--- src/rtl/data_mem_arbiter.sv ---
// Two-port arbiter for the single-port data memory: round-robin grant with
// locked bursts capped at MAX_BURST beats, plus a sticky illegal-store flag.
module data_mem_arbiter #(
    parameter int unsigned ADDRESS_WIDTH = 32,
    parameter int unsigned DATA_WIDTH    = 32,
    parameter int unsigned MAX_BURST     = 4
) (
    input  logic                         clk,
    input  logic                         rst,
    input  logic [1:0]                   req,
    input  logic [1:0]                   lock,
    input  logic [1:0]                   we,
    input  logic [2*ADDRESS_WIDTH-1:0]   a,
    input  logic [2*DATA_WIDTH-1:0]      wdata,
    input  logic [5:0]                   memctrl,
    output logic [1:0]                   ack,
    output logic [2*DATA_WIDTH-1:0]      rdata,
    output logic [ADDRESS_WIDTH-1:0]     mem_a,
    output logic                         mem_we,
    output logic [DATA_WIDTH-1:0]        mem_writedata,
    output logic [2:0]                   mem_memcontrol,
    input  logic [DATA_WIDTH-1:0]        mem_readdata,
    output logic                         store_err
);

    localparam int unsigned AW = ADDRESS_WIDTH;
    localparam int unsigned DW = DATA_WIDTH;
    localparam int unsigned BW = $clog2(MAX_BURST + 1);

    typedef enum logic [1:0] {
        IDLE = 2'd0,
        OWN0 = 2'd1,
        OWN1 = 2'd2
    } state_t;

    state_t          r_state, w_state_nxt;
    logic            r_prio, w_prio_nxt;
    logic [BW-1:0]   r_beat, w_beat_nxt;
    logic            r_store_err, w_store_err_nxt;

    logic            w_cont;
    logic            w_grant;
    logic            w_g;
    logic [2:0]      w_ctrl;
    logic            w_legal;

    // State register
    always_ff @(posedge clk or posedge rst) begin
        if (rst) begin
            r_state     <= IDLE;
            r_prio      <= 1'b0;
            r_beat      <= '0;
            r_store_err <= 1'b0;
        end else begin
            r_state     <= w_state_nxt;
            r_prio      <= w_prio_nxt;
            r_beat      <= w_beat_nxt;
            r_store_err <= w_store_err_nxt;
        end
    end

    // Grant selection, memory-side muxing and next-state
    always_comb begin
        w_state_nxt     = r_state;
        w_prio_nxt      = r_prio;
        w_beat_nxt      = r_beat;
        w_store_err_nxt = r_store_err;
        w_cont          = 1'b0;
        w_grant         = 1'b0;
        w_g             = 1'b0;
        ack             = 2'b00;
        mem_a           = '0;
        mem_we          = 1'b0;
        mem_writedata   = '0;
        mem_memcontrol  = 3'b010;
        w_ctrl          = 3'b010;
        w_legal         = 1'b1;

        // A burst continues only while the owner keeps both req and lock
        if (r_beat < BW'(MAX_BURST)) begin
            if (r_state == OWN0 && req[0] && lock[0]) begin
                w_cont = 1'b1;
                w_g    = 1'b0;
            end else if (r_state == OWN1 && req[1] && lock[1]) begin
                w_cont = 1'b1;
                w_g    = 1'b1;
            end
        end

        if (w_cont) begin
            w_grant = 1'b1;
        end else if (req == 2'b11) begin
            w_grant = 1'b1;
            w_g     = r_prio;
        end else if (req[0]) begin
            w_grant = 1'b1;
            w_g     = 1'b0;
        end else if (req[1]) begin
            w_grant = 1'b1;
            w_g     = 1'b1;
        end

        if (w_grant) begin
            w_ctrl         = w_g ? memctrl[5:3] : memctrl[2:0];
            w_legal        = (w_ctrl == 3'b000) || (w_ctrl == 3'b001) || (w_ctrl == 3'b010);
            ack            = w_g ? 2'b10 : 2'b01;
            mem_a          = w_g ? a[2*AW-1:AW] : a[AW-1:0];
            mem_writedata  = w_g ? wdata[2*DW-1:DW] : wdata[DW-1:0];
            mem_memcontrol = w_ctrl;
            mem_we         = we[w_g] & w_legal;
            if (we[w_g] && !w_legal) begin
                w_store_err_nxt = 1'b1;
            end
            if (w_cont) begin
                w_beat_nxt = BW'(r_beat + 1'b1);
            end else begin
                w_state_nxt = w_g ? OWN1 : OWN0;
                w_beat_nxt  = BW'(1);
                w_prio_nxt  = ~w_g;
            end
        end else begin
            w_state_nxt = IDLE;
            w_beat_nxt  = '0;
        end

        // Nothing may be acknowledged or committed while reset is asserted
        if (rst) begin
            ack    = 2'b00;
            mem_we = 1'b0;
        end
    end

    assign rdata     = {mem_readdata, mem_readdata};
    assign store_err = r_store_err;

endmodule

--- config.mk ---
export PLATFORM = sky130hd
export DESIGN_NAME = data_mem_arbiter
export DESIGN_NICKNAME = d
export VERILOG_FILES = /design/src/rtl/data_mem_arbiter.sv
export SDC_FILE = /design/constraint.sdc
export NUM_CORES = 1
export LEC_CHECK = 0
export ABC_AREA = 1
export BUFFER_PORTS_ARGS = -buffer_cell sky130_fd_sc_hd__buf_2
export CAP_MARGIN = 40
export CORE_AREA = 2 2 120 122
export CTS_BUF_LIST = sky130_fd_sc_hd__clkbuf_4
export CTS_CLUSTER_SIZE = 25
export DETAILED_ROUTE_END_ITERATION = 7
export DIE_AREA = 0 0 122 124
export PLACE_DENSITY = 0.41
export SLEW_MARGIN = 10
export SYNTH_ARGS = -nofsm -noshare
export SYNTH_HDL_FRONTEND = slang
export SYNTH_SLANG_ARGS = --single-unit
--- constraint.sdc ---
create_clock -name clk -period 2.1 [get_ports clk]
set_clock_uncertainty 0.1 [all_clocks]
set_input_delay 0.105 -clock clk [delete_from_list [all_inputs] [get_ports clk]]
set_output_delay 0.105 -clock clk [all_outputs]
set_load 0.01 [all_outputs]
==> impl_metrics.ini <==
[logic_synthesis]
synth_edf_count = 0
async_reset_ff_share_pct = 100.0
ys_warn_count = 0
yosysMostFrequentCell = buf_4
yosysTopAreaCellShare_pct = 36.30
syn_nets = 375
synth_seq_cells = 7
synth_top_area_cell = a22o_1
yosys-top-cells-count = 65 x buf_4, 64 x a22o_1, 18 x nand2_1
syn_area_um2 = 1544
syn_inst = 200
yosys-top-cells-area = a22o_1 36%, buf_4 32%, dfrtp_1 11%
yosysUniqueCellTypes = 21
syn_avg_cell_area_um2 = 7.720
seq_area_frac_synth_pct = 11.35
synth_ff_type = dfrtp_1

[worst_hold_path]
hp-start = we[0]
hold_class = input pin to register

[grt]
grt_start_max_net_pins = 58
grt.overflow.total = 0
grt_pass1_vias = 1731
grt_pass1_wl_um = 8949
track_usage_pct = 7.596
antenna_found_initial = 0

[worst_setup_path]
arrival_ps = 1830
r2r-start = r_state[0]
cp.required_ps = 1890
path_common_cell = buf_12
start_kind = register
end_kind = primary output
crit_fanout = 5
worstSetupPathType = register to primary output
worstPathCellList = inv_2 > nor2_1 > nand2_1 > nand2_2 > nand2_4 > nor2_4 > buf_12 > buf_12 > a22o_1 > buf_2
cp_slowest_cell = dfrtp_1
path_buf_inv = 4
crit_path_start = r_state[0]
cp_top_family = simple AND/OR/NAND/NOR gates
max_stage_delay_ps = 330

[job]
maxCapViolCount = 0

[pwr]
leakage_nw = 1.549
powerDensity_nw_per_um2 = 471.5
irDropWorstVdd_uv = 111.6
power_mw = 1.246

[placement]
gp_congestion = 0.7565
dp.final_hpwl_um = 5822
dp_slack_ps = 284.3
placed_area_um2 = 2327
port-buffer-count = 212

[floorplan]
die_h_um = 124
io_pins = 309
die_area_um2 = 15130
row_count = 43
start_util_pct = 11.25
design.core.area_um2 = 13720
die_w_um = 122

[timing]
period_share_pct = 97.11
setup_viol = 0
holdWs_ps = 83.38
rsz0062_at_grt = true
period_needed_ps = 2039
setup_ws_ps = 60.70
worst_pin_slew_ps = 307.4
max_slew_margin_pct = 79.48
final_max_slew_viol_count = 0
fmax_mhz = 490.4
hold_violations = 0

[drt]
drt_drc_violations_left = 0
route.detailed.wl_per_inst_um = 15.41
routed_wl_um = 8321
vias = 2066
drt_iter0_markers = 97
firstDrtPassIters = 4
via_per_inst = 3.826
ant_nets = 0

[layout]
num_antenna_cells = 0
design_area_um2 = 2643
area_growth_pct = 71.15
layout.nets = 536
drive_gt1_share_pct = 67.78

[clock_tree]
clockRootBuffer = clkbuf_4
cts_sinks = 7
cts_tree = built
htreeDepth = 1
clk_latency_ps = 250
cts_buffer_depth = 2
cts.clk_slew.worst_paths_ps = 50
cts_made_buffers = 3

[outcome]
status = finished, final reports clean
## stage by stage
stage	std cells	utilization (%)	setup TNS (ps)
after floorplan	200	-	0
after global placement	519	16.96	0
after detailed placement	519	16.96	0
after CTS	524	17.25	0
after global routing	540	19.26	-417.2
final	540	19.26	0
## cells by family (layout without fill, tap and decap cells)
| logic type | Yosys count | after routing | synth area share, % |
|---|---|---|---|
| AOI/OAI and AO/OA | 70 | 70 | 38.41 |
| adders and majority gates | 1 | 1 | 0.8102 |
| buffers and inverters | 88 | 248 | 39.38 |
| DFF | 7 | 7 | 11.35 |
| and+or+nand+nor | 34 | 34 | 10.05 |
## per-layer routing
metal	vias up	GRT usage (%)	wire length, um
li1	981	-	-
met1	922	9.359	3287
met2	143	13.23	4148
met3	20	1.374	749
met4	0	2.730	136
met5	-	0	0
## registers in the layout, indices dropped and copies added, names as in the netlist
| signal | cells |
|---|---|
| r_beat | 3 |
| store_err | 1 |
| r_prio | 1 |
| r_state | 2 |
## worst reg2reg max path, stage by stage, from the launching register on
cell and delay [ps]:
dfrtp_1 360, inv_2 70, nor2_1 50, nand2_1 80, nand2_2 90, nand2_4 130
buf_16 180, nand2_1 70, o21ai_1 100, nand2_1 90, nand2_1 60, nand2_1 50
## power breakdown
| group | total [mW] | switching [mW] | internal, mW |
|---|---|---|---|
| Combinational | 0.960 | 0.465 | 0.496 |
| Sequential | 0.152 | 0.00462 | 0.147 |
| Clock | 0.134 | 0.0487 | 0.0853 |
| Total | 1.25 | 0.518 | 0.728 |
## placed cells by master (no fill, tap or decap), types with 2 or more instances in the layout
master     instances
dfrtp_1            7
a22o_1            62
nand2_1           18
nand3_1            2
buf_4              7
clkbuf_16          3
buf_6              5
a22o_4             2
a21oi_1            3
buf_12             5
nor2_1             8
buf_2            212
inv_1              9
clkbuf_4           4
## final timing paths
check / endpoint / slack [ps] / cells after the start
hold reg to reg: store_err / 360 / 2
setup reg to reg: store_err / 570 / 11
hold / removal: store_err / 80 / 5
min in group asynchronous: store_err / 270 / 3
setup / recovery: mem_a[31] / 60 / 10
max in group asynchronous: r_state[1] / 1390 / 3
## what timing repair did
item	in CTS	in global routing
endpoints found under the setup margin	0	28
gates resized for setup	0	13
endpoints found under the hold margin	7	0
hold buffers	1	0
buffers inserted	0	10
## final cells by class
class	count	area, um2
multi-input combinational	105	792.0
sequential	7	175.2
timing repair buffer	234	1383
fill	1571	11080
clock buffer	4	30.03
inverter	10	37.54
tap	180	225.2
Note: power is estimated with default switching activity, not from simulation.
